File: src/rtl/turbo_rx_fsm.sv
// Turbo receive frame controller: tracks K data beats plus 3 tail beats, forwards
// systematic bits and checks parity 1 / termination by re-running constituent encoder 1.
module turbo_rx_fsm #(
  parameter int unsigned K_LONG  = 6,
  parameter int unsigned K_SHORT = 4,
  parameter int unsigned CNT_W   = 14
) (
  input  logic       clk,
  input  logic       reset_n,
  input  logic       rx_valid,
  input  logic       rx_start,
  input  logic       rx_sys,
  input  logic       rx_p1,
  input  logic       rx_p2,
  input  logic       length_flag,
  output logic       dout_valid,
  output logic       dout,
  output logic       dout_p2,
  output logic       dout_last,
  output logic       frame_done,
  output logic [7:0] parity_err_cnt,
  output logic       tail_err,
  output logic       sync_err,
  output logic       busy,
  output logic [2:0] current_state
);

  typedef enum logic [2:0] {
    IDLE = 3'd0,
    TAIL = 3'd2,
    DATA = 3'd3
  } state_e;

  state_e           state_q, state_d;
  logic [CNT_W-1:0] cnt_q, cnt_d;
  logic [CNT_W-1:0] k_q, k_d;
  logic [2:0]       s_q, s_d;
  logic             dout_valid_q, dout_valid_d;
  logic             dout_q, dout_d;
  logic             dout_p2_q, dout_p2_d;
  logic             dout_last_q, dout_last_d;
  logic             frame_done_q, frame_done_d;
  logic [7:0]       perr_q, perr_d;
  logic             tail_err_q, tail_err_d;
  logic             sync_err_q, sync_err_d;

  logic [CNT_W-1:0] k_sel, k_cur, cnt_cur;
  logic [2:0]       s_cur;
  logic [7:0]       perr_base;
  logic             data_beat, fb, zb, tail_z, tail_x;

  always_comb begin
    state_d      = state_q;
    cnt_d        = cnt_q;
    k_d          = k_q;
    s_d          = s_q;
    dout_valid_d = 1'b0;
    dout_d       = 1'b0;
    dout_p2_d    = 1'b0;
    dout_last_d  = 1'b0;
    frame_done_d = 1'b0;
    perr_d       = perr_q;
    tail_err_d   = tail_err_q;
    sync_err_d   = 1'b0;
    k_sel        = length_flag ? CNT_W'(K_LONG) : CNT_W'(K_SHORT);
    k_cur        = k_q;
    cnt_cur      = cnt_q;
    s_cur        = s_q;
    perr_base    = perr_q;
    data_beat    = 1'b0;
    fb           = 1'b0;
    zb           = 1'b0;
    tail_x       = s_q[1] ^ s_q[2];
    tail_z       = s_q[0] ^ s_q[2];

    if (rx_valid) begin
      if (rx_start) begin
        // A start in any state restarts the frame; the data path below sees a fresh context.
        sync_err_d = (state_q != IDLE);
        k_d        = k_sel;
        k_cur      = k_sel;
        cnt_cur    = '0;
        s_cur      = '0;
        perr_base  = '0;
        tail_err_d = 1'b0;
        data_beat  = 1'b1;
      end else if (state_q == DATA) begin
        data_beat = 1'b1;
      end else if (state_q == TAIL) begin
        if ((rx_sys != tail_x) || (rx_p1 != tail_z)) begin
          tail_err_d = 1'b1;
        end
        s_d = {s_q[1:0], 1'b0};
        if (cnt_q == CNT_W'(2)) begin
          cnt_d        = '0;
          state_d      = IDLE;
          frame_done_d = 1'b1;
        end else begin
          cnt_d = cnt_q + CNT_W'(1);
        end
      end
    end

    if (data_beat) begin
      fb           = rx_sys ^ s_cur[1] ^ s_cur[2];
      zb           = fb ^ s_cur[0] ^ s_cur[2];
      s_d          = {s_cur[1:0], fb};
      perr_d       = ((zb != rx_p1) && (perr_base != 8'hFF)) ? perr_base + 8'd1 : perr_base;
      dout_valid_d = 1'b1;
      dout_d       = rx_sys;
      dout_p2_d    = rx_p2;
      dout_last_d  = (cnt_cur == k_cur - CNT_W'(1));
      if (cnt_cur == k_cur - CNT_W'(1)) begin
        cnt_d   = '0;
        state_d = TAIL;
      end else begin
        cnt_d   = cnt_cur + CNT_W'(1);
        state_d = DATA;
      end
    end
  end

  always_ff @(posedge clk or negedge reset_n) begin
    if (!reset_n) begin
      state_q      <= IDLE;
      cnt_q        <= '0;
      k_q          <= '0;
      s_q          <= '0;
      dout_valid_q <= 1'b0;
      dout_q       <= 1'b0;
      dout_p2_q    <= 1'b0;
      dout_last_q  <= 1'b0;
      frame_done_q <= 1'b0;
      perr_q       <= '0;
      tail_err_q   <= 1'b0;
      sync_err_q   <= 1'b0;
    end else begin
      state_q      <= state_d;
      cnt_q        <= cnt_d;
      k_q          <= k_d;
      s_q          <= s_d;
      dout_valid_q <= dout_valid_d;
      dout_q       <= dout_d;
      dout_p2_q    <= dout_p2_d;
      dout_last_q  <= dout_last_d;
      frame_done_q <= frame_done_d;
      perr_q       <= perr_d;
      tail_err_q   <= tail_err_d;
      sync_err_q   <= sync_err_d;
    end
  end

  assign dout_valid     = dout_valid_q;
  assign dout           = dout_q;
  assign dout_p2        = dout_p2_q;
  assign dout_last      = dout_last_q;
  assign frame_done     = frame_done_q;
  assign parity_err_cnt = perr_q;
  assign tail_err       = tail_err_q;
  assign sync_err       = sync_err_q;
  assign busy           = (state_q != IDLE);
  assign current_state  = state_q;

endmodule

File: config.mk
export PLATFORM = sky130hd
export DESIGN_NAME = turbo_rx_fsm
export DESIGN_NICKNAME = d
export VERILOG_FILES = /design/src/rtl/turbo_rx_fsm.sv
export SDC_FILE = /design/constraint.sdc
export NUM_CORES = 1
export LEC_CHECK = 0
export CORE_UTILIZATION = 43
export CTS_CLUSTER_SIZE = 28
export DETAILED_ROUTE_END_ITERATION = 12
export GPL_ROUTABILITY_DRIVEN = 0
export SLEW_MARGIN = 40
export SYNTH_ARGS = -nofsm -noshare
export SYNTH_HDL_FRONTEND = slang
export SYNTH_SLANG_ARGS = --single-unit
File: constraint.sdc
create_clock -name clk -period 2.55 [get_ports clk]
set_input_delay 0.255 -clock clk [delete_from_list [all_inputs] [get_ports clk]]
set_output_delay 0.255 -clock clk [all_outputs]
set_load 0.05 [all_outputs]
==> metrics.md, run 1 <==
| Metric | Value |
|---|---|
| Status | `finished with violations` |
| Failing checks | `negative setup slack` |
| CP Launch Type | `flop` |
| Clk_lat worst skew | `300 ps` |
| Placed Area | `3400 µm²` |
| Crit path time final | `2590 ps` |
| Core Region | `6530 µm²` |
| Max-Cap Viols | `0` |
| Largest net degree at the start of global routing | `28` |
| Post-synthesis adder-cell area fraction | `2.10%` |
| Met1 capacity usage during global routing | `31.6%` |
| Die Width | `85.2 µm` |
| Util after Layout | `56.1%` |
| Vias in the first global route | `2391` |
| Leakage | `0.00152 µW` |
| # diodes | `0` |
| Initial core utilization | `45.6%` |
| WL per Instance | `17.0 µm` |
| Synth warn | `0` |
| R2R Setup Slk | `-40 ps` |
| Grt met3 use | `3.40%` |
| CP dominant cell by count | `nor3_4` |
| Post-DRT Antenna Nets | `0` |
| P&R area growth vs syn | `23.2%` |
| Crit end category | `flop` |
| GR peak layer | `met2` |
| Routed vias | `2502` |
| RSZ-0062 raised after global routing | `yes` |
| Crit-path max cell delay | `420 ps` |
| HP Class | `input port to flop` |
| Worst EP required | `2730 ps` |
| Slew headroom | `66.0%` |
| Max-slew violations | `0` |
| CP Cell Sequence | `mux2i_2 -> ha_2 -> nor4b_4 -> buf_4 -> nand3_2 -> a31oi_2 -> nor3_4 -> nor3_4 -> a21oi_4 -> buf_12 -> a22oi_2 -> o22ai_1` |
| Count of final hold-check violations | `0` |
| Min-delay src | `rx_valid` |
| Number of DRC markers in iteration 0 | `235` |
| Remaining DRCs | `0` |
| Avg Inst Size Synth | `9.13 µm²` |
| Sequential area share after synthesis | `40.4%` |
| Pwr dens | `737 nW/µm²` |
| Final worst-path cycle share | `101%` |
| Crit path max-delay family | `simple AND/OR/NAND/NOR gates` |
| Yosys cell types | `57` |
| Die Y | `85.2 µm` |
| Total Power | `2700 µW` |
| Max Clock Freq | `387 MHz` |
| Worst hold slack | `451 ps` |
| Flops & latches, synth | `48` |
| Worst clock skew | `7.55 ps` |
| Clock slew at reported path FFs | `90 ps` |
| Post-Synthesis Cells | `326` |
| Simple-gate share of the synthesized area | `25.1%` |
| Vias/cell | `5.62` |
| WHS Endpoint | `s_q[2]$_DFFE_PN0P_` |
| Die ar. | `7260 µm²` |
| Share of cells above drive strength 1 | `18.5%` |
| Worst Path Arrival | `2770 ps` |
| Crit path max fanout | `6` |
| Area share of xor/xnor cells in the synthesized design | `11.2%` |
| RR Endpoint | `cnt_q[8]$_DFFE_PN0P_` |
| Bufs and invs on worst path | `2` |
| CTS root buf | `clkbuf_8` |
| Main combinational cell family by area after synthesis | `simple AND/OR/NAND/NOR gates` |
| Design area | `3670 µm²` |
| Sum of negative setup slack | `-62.6 ps` |
| WS Path Type | `flop to flop` |
| Drt total wl | `7570 µm` |
| R2r startpoint | `k_q[1]$_DFF_PN0_` |
| HPWL Detailed | `5470 µm` |
| Ports | `27` |
| Crit path from | `k_q[1]$_DFF_PN0_` |
| Initial antenna violation count | `0` |
| CTS tree | `yes` |
| Global Route met2 Usage | `35.3%` |
| Clock sinks | `48` |
| DRT Pass-1 Iters | `4` |
| Worst path slowest cell | `dfrtp_1` |
| Fill cells | `591` |
| Compound-cell area share of the yosys netlist | `14.8%` |
| PortBufs | `25` |
| Clock buffer depth | `2` |
| Overall routing resource usage | `22.0%` |
| Worst-margin pin slew | `509 ps` |
| Final setup viols | `2` |
| Wire length of the first global-routing pass | `12500 µm` |
| Worst-case reg-to-reg path depth | `12` |
| Hold Path Cell Cnt | `3` |
| # H-tree levels | `2` |
| Site Rows | `29` |
| Mux contribution to synthesized area | `1.35%` |
| Synthesized area | `2980 µm²` |
| Setup ws final | `-36.4 ps` |
| Final net count | `380` |
| Maximum vdd drop | `0.447 mV` |
| Syn Nets | `339` |
| GRT overflow | `0` |
| CTS Buf Count | `5` |
worst max path at each step:
| stage | endpoint | cells after the start |
|---|---|---|
| after floorplan | cnt_q[11]$_DFFE_PN0P_ | 13 |
| after global placement | cnt_q[9]$_DFFE_PN0P_ | 12 |
| after detailed placement | cnt_q[7]$_DFFE_PN0P_ | 12 |
| after CTS | cnt_q[11]$_DFFE_PN0P_ | 10 |
| after global routing | cnt_q[5]$_DFFE_PN0P_ | 12 |
| final | cnt_q[8]$_DFFE_PN0P_ | 12 |
cells in the mapped netlist, drive strengths merged:
master	number	area [µm²]
dfrtp	48	1200
nand2	29	111
nor2	29	111
xnor2	24	210
a21oi	18	113
and2	17	106
nor3	15	101
o21ai	15	75.1
xor2	14	123
clkbuf	12	46.3
nand3	11	55.1
buf	10	63.8
inv	10	37.5
nand4	8	50.1
and3	7	43.8
nor4	6	58.8
a211oi	5	37.5
ha	5	62.6
mux2i	4	40.0
o31ai	4	43.8
a31oi	3	18.8
nand2b	3	18.8
nor4b	3	41.3
o2111ai	3	32.5
a21o	2	15.0
a22oi	2	15.0
nor2b	2	12.5
o22ai	2	12.5
a2111oi	1	8.76
a2bb2oi	1	8.76
a31o	1	8.76
a32oi	1	8.76
a41oi	1	8.76
and4	1	8.76
conb	1	3.75
nor3b	1	7.51
o211a	1	10.0
o21a	1	7.51
o311ai	1	8.76
o41ai	1	8.76
or2	1	6.26
or3	1	6.26
or4	1	7.51
what timing repair did:
item	CTS	global route
buffers inserted	2	3
gates resized for setup	9	12
hold buffers	1	0
endpoints found under the hold margin	48	0
pin swaps	8	9
setup endpoints to repair	15	15
flip-flops by register name, summed over array words and instances, names as in the netlist:
register	count
cnt_q	14
k_q	14
parity_err_cnt	8
s_q	3
current_state	2
dout	1
dout_last	1
dout_p2	1
dout_valid	1
frame_done	1
sync_err	1
tail_err	1
final cells by class:
cell class                 count  area [µm²]  share of cell area, %
clock inverter                 1        30.0                  0.819
timing repair buffer          56         490                   13.4
sequential                    48        1200                   32.8
clock buffer                   7        96.3                   2.63
tap                           77        96.3                   2.63
multi-input combinational    246        1720                   46.8
inverter                      10        37.5                   1.02
metal layers:
metal,vias to the layer above,share of wire [%]
met1,1213,47
li1,1218,-
met2,67,47
met4,0,0.78
met3,4,5.2
met5,-,0
cells in the final DEF, fill, tap and decap left out, types with 3 or more instances in the layout:
master           instances
ha_1                     4
nand3_1                 10
nor3_1                  10
nor4_1                   4
xor2_1                  14
nor2_1                  28
inv_1                   10
a21oi_2                  4
and3_1                   7
nor3_4                   3
clkdlybuf4s50_1         22
nand2_1                 28
xnor2_1                 24
a21oi_1                 12
nand4_1                  8
nand2b_1                 3
clkbuf_8                 7
and2_1                  16
mux2i_1                  3
buf_4                   29
o21ai_0                 14
dfrtp_1                 48
a211oi_1                 5
worst register-to-register path: cells and delay by family, from the launching register on:
kind,cells,cell delay (ps)
AO/OA/AOI/OAI,4,600
flip-flops,1,420
buffers and inverters,2,350
multiplexers,1,200
adder cells (fa/ha/maj),1,230
AND/OR/NAND/NOR,4,680
power by group:
part / switching (µW) / internal [µW]
registers: 179 / 864
logic: 604 / 443
clock network: 266 / 347
total: 1050 / 1650
per-stage QoR:
step / cells / worst slack, ps
6_report: 445 / -36.4
5_1_grt: 445 / -256
4_1_cts: 442 / 34.4
3_5_place_dp: 431 / -595
3_3_place_gp: 431 / -524
2_1_floorplan: 326 / 14.7
cell families after synthesis:
| group | count (synthesis) |
|---|---|
| multiplexers | 4 |
| adder cells (fa/ha/maj) | 5 |
| buffers and inverters | 32 |
| XOR/XNOR | 38 |
| AND/OR/NAND/NOR | 135 |
| flip-flops | 48 |
| AO/OA/AOI/OAI | 63 |
| other | 1 |
No activity file was read; power rests on OpenSTA's default activity.
==> run 2, diff against run 1 <==
--- a/config.mk
+++ b/config.mk
@@ -9,6 +9,7 @@
 export CTS_CLUSTER_SIZE = 28
 export DETAILED_ROUTE_END_ITERATION = 12
 export GPL_ROUTABILITY_DRIVEN = 0
+export SETUP_SLACK_MARGIN = 0.15
 export SLEW_MARGIN = 40
 export SYNTH_ARGS = -nofsm -noshare
 export SYNTH_HDL_FRONTEND = slang
==> run 2 against run 1 <==
The flow now finishes without violations. Global-route usage is 0.82 points higher. Critical path depth is 1 lower. Cell count is 1.6% higher. Clock skew is 1.1 ps higher. Sequential power hardly changed. Design area is 0.38% higher. Critical path type unchanged. Critical endpoint is now cnt_q[3]$_DFFE_PN0P_. Largest cell class unchanged.
==> metrics.md, run 2 (synthesized netlist as in run 1, its figures left out) <==
| Metric | Value |
|---|---|
| PortBufs | `25 (unchanged)` |
| Max Clock Freq | `403 MHz (+4.3%)` |
| Bufs and invs on worst path | `1 (-1)` |
| Worst clock skew | `8.66 ps (+1.11 ps)` |
| Die ar. | `7260 µm² (unchanged)` |
| Util after Layout | `56.4% (+0.21 points)` |
| P&R area growth vs syn | `23.7%` |
| Initial antenna violation count | `0 (unchanged)` |
| Post-DRT Antenna Nets | `0 (unchanged)` |
| Clock buffer depth | `2 (unchanged)` |
| Max-Cap Viols | `0 (unchanged)` |
| DRT Pass-1 Iters | `4 (unchanged)` |
| Initial core utilization | `45.6% (unchanged)` |
| Crit path time final | `2480 ps (-107 ps)` |
| Sum of negative setup slack | `0 ps (+62.6 ps)` |
| Number of DRC markers in iteration 0 | `149 (-37%)` |
| Final net count | `387 (+1.8%)` |
| Wire length of the first global-routing pass | `12900 µm (+3.1%)` |
| Clock slew at reported path FFs | `100 ps (about the same)` |
| Die Width | `85.2 µm (unchanged)` |
| Max-slew violations | `0 (unchanged)` |
| CTS tree | `yes` |
| Die Y | `85.2 µm (unchanged)` |
| Largest net degree at the start of global routing | `25 (-11%)` |
| Site Rows | `29 (unchanged)` |
| Placed Area | `3440 µm² (+1.3%)` |
| Worst path slowest cell | `dfrtp_1` |
| CTS root buf | `clkbuf_8` |
| Vias in the first global route | `2530 (+5.8%)` |
| CP Launch Type | `flop` |
| HPWL Detailed | `5430 µm (-0.80%)` |
| Count of final hold-check violations | `0 (unchanged)` |
| Crit path max fanout | `8 (+2)` |
| Core Region | `6530 µm² (unchanged)` |
| Vias/cell | `5.66 (+0.69%)` |
| Crit end category | `flop` |
| # H-tree levels | `2 (unchanged)` |
| # diodes | `0 (unchanged)` |
| WS Path Type | `flop to flop` |
| Worst hold slack | `421 ps (-29.6 ps)` |
| Crit path max-delay family | `simple AND/OR/NAND/NOR gates` |
| Overall routing resource usage | `22.8% (+0.82 points)` |
| Final worst-path cycle share | `97.2% (-4.2 points)` |
| Maximum vdd drop | `0.442 mV (-1.0%)` |
| WL per Instance | `17.2 µm (+1.3%)` |
| Status | `finished, final reports clean` |
| Routed vias | `2559 (+2.3%)` |
| Final setup viols | `0 (-2)` |
| Share of cells above drive strength 1 | `20.8% (+2.3 points)` |
| Most common cell after layout, fill and taps aside | `dfrtp_1` |
| Clk_lat worst skew | `310 ps (about the same)` |
| Drt total wl | `7790 µm (+2.9%)` |
| Pwr dens | `712 nW/µm² (-3.4%)` |
| Commonest cells after routing, fill and taps aside | `dfrtp_1 (48), buf_4 (36), nor2_1 (28), nand2_1 (27), xnor2_1 (23)` |
| Ports | `27 (unchanged)` |
| GRT overflow | `0 (unchanged)` |
| CTS Buf Count | `5 (unchanged)` |
| Slew headroom | `65.9% (-0.076 points)` |
| Worst Path Arrival | `2670 ps (-100 ps)` |
| Clock sinks | `48 (unchanged)` |
| RSZ-0062 raised after global routing | `yes` |
| HP Class | `input port to asynchronous set/reset pin` |
| Leakage | `0.00156 µW (+2.4%)` |
| Worst-margin pin slew | `510 ps (+1.14 ps)` |
| CP Cell Sequence | `mux2i_2 -> ha_2 -> nor4b_4 -> buf_4 -> a31oi_1 -> a21oi_1 -> o2111ai_2 -> nor3_4 -> a21oi_4 -> nor2_4 -> a211oi_2` |
| Design area | `3680 µm² (+0.38%)` |
| Worst EP required | `2740 ps (about the same)` |
| Crit-path max cell delay | `400 ps (-20 ps)` |
| Remaining DRCs | `0 (unchanged)` |
run 2: cell types whose count changed in the layout (fill, tap and decap cells not counted), moves of 2 or more:
cell,before,now
a21oi_1,12,14
a21oi_2,4,2
a211oi_2,0,3
buf_4,29,36
clkinv_2,0,2
a211oi_1,5,2
o21ai_2,0,3
o21ai_0,14,10
run 2: per-stage QoR:
stage	std cells	total power, µW	setup WS [ps]
2_1_floorplan	326	1710	47.6
3_3_place_gp	433	2040	-371
3_5_place_dp	433	2050	-453
4_1_cts	450	2590	68.2
5_1_grt	452	2780	-101
6_report	452	2620	70.4
run 2: final cells by class:
type	count	area, µm²
clock buffers	6	82.6
clock inverters	2	10.0
fillers	604	2850
inverters	10	37.5
multi-input cells	246	1720
flip-flops and latches	48	1200
well taps	77	96.3
repair buffers	63	533
run 2: timing repair:
item,4_1_cts,5_1_grt
setup buffers,8,2
endpoints found under the setup margin,18,18
endpoints found under the hold margin,18,0
hold buffers,1,0
pin swaps,12,7
resized for setup,13,10
run 2: per-layer routing:
metal / track usage, % / up-vias / wire length [µm]
met4: 8.78 / 0 / 154
li1: - / 1240 / -
met5: 0 / - / 0
met3: 3.70 / 17 / 310
met1: 31.4 / 1225 / 3630
met2: 36.1 / 77 / 3690
run 2: report_power, final:
part           internal [µW]  leakage [µW]  switching, µW
clock                    217     0.0000510            270
combinational            466      0.000875            641
sequential               864      0.000632            160
run 2: final timing paths:
| kind | from | endpoint | slack [ps] | depth (start not counted) |
|---|---|---|---|---|
| min in group clk | rx_start | cnt_q[7]$_DFFE_PN0P_ | 430 | 3 |
| setup reg to reg | k_q[1]$_DFF_PN0_ | cnt_q[3]$_DFFE_PN0P_ | 70 | 11 |
| hold reg to reg | tail_err$_DFFE_PN0P_ | tail_err$_DFFE_PN0P_ | 530 | 2 |
| setup / recovery | k_q[1]$_DFF_PN0_ | cnt_q[3]$_DFFE_PN0P_ | 70 | 11 |
| max in group asynchronous | reset_n | parity_err_cnt[1]$_DFFE_PN0P_ | 1530 | 3 |
| hold / removal | reset_n | cnt_q[4]$_DFFE_PN0P_ | 420 | 2 |
==> run 3, diff against run 2 <==
--- a/config.mk
+++ b/config.mk
@@ -6,6 +6,7 @@
 export NUM_CORES = 1
 export LEC_CHECK = 0
 export CORE_UTILIZATION = 43
+export CTS_CLUSTER_DIAMETER = 60
 export CTS_CLUSTER_SIZE = 28
 export DETAILED_ROUTE_END_ITERATION = 12
 export GPL_ROUTABILITY_DRIVEN = 0
==> results of run 3 <==
Final layout, timing and power as in run 2 (identical DEF).
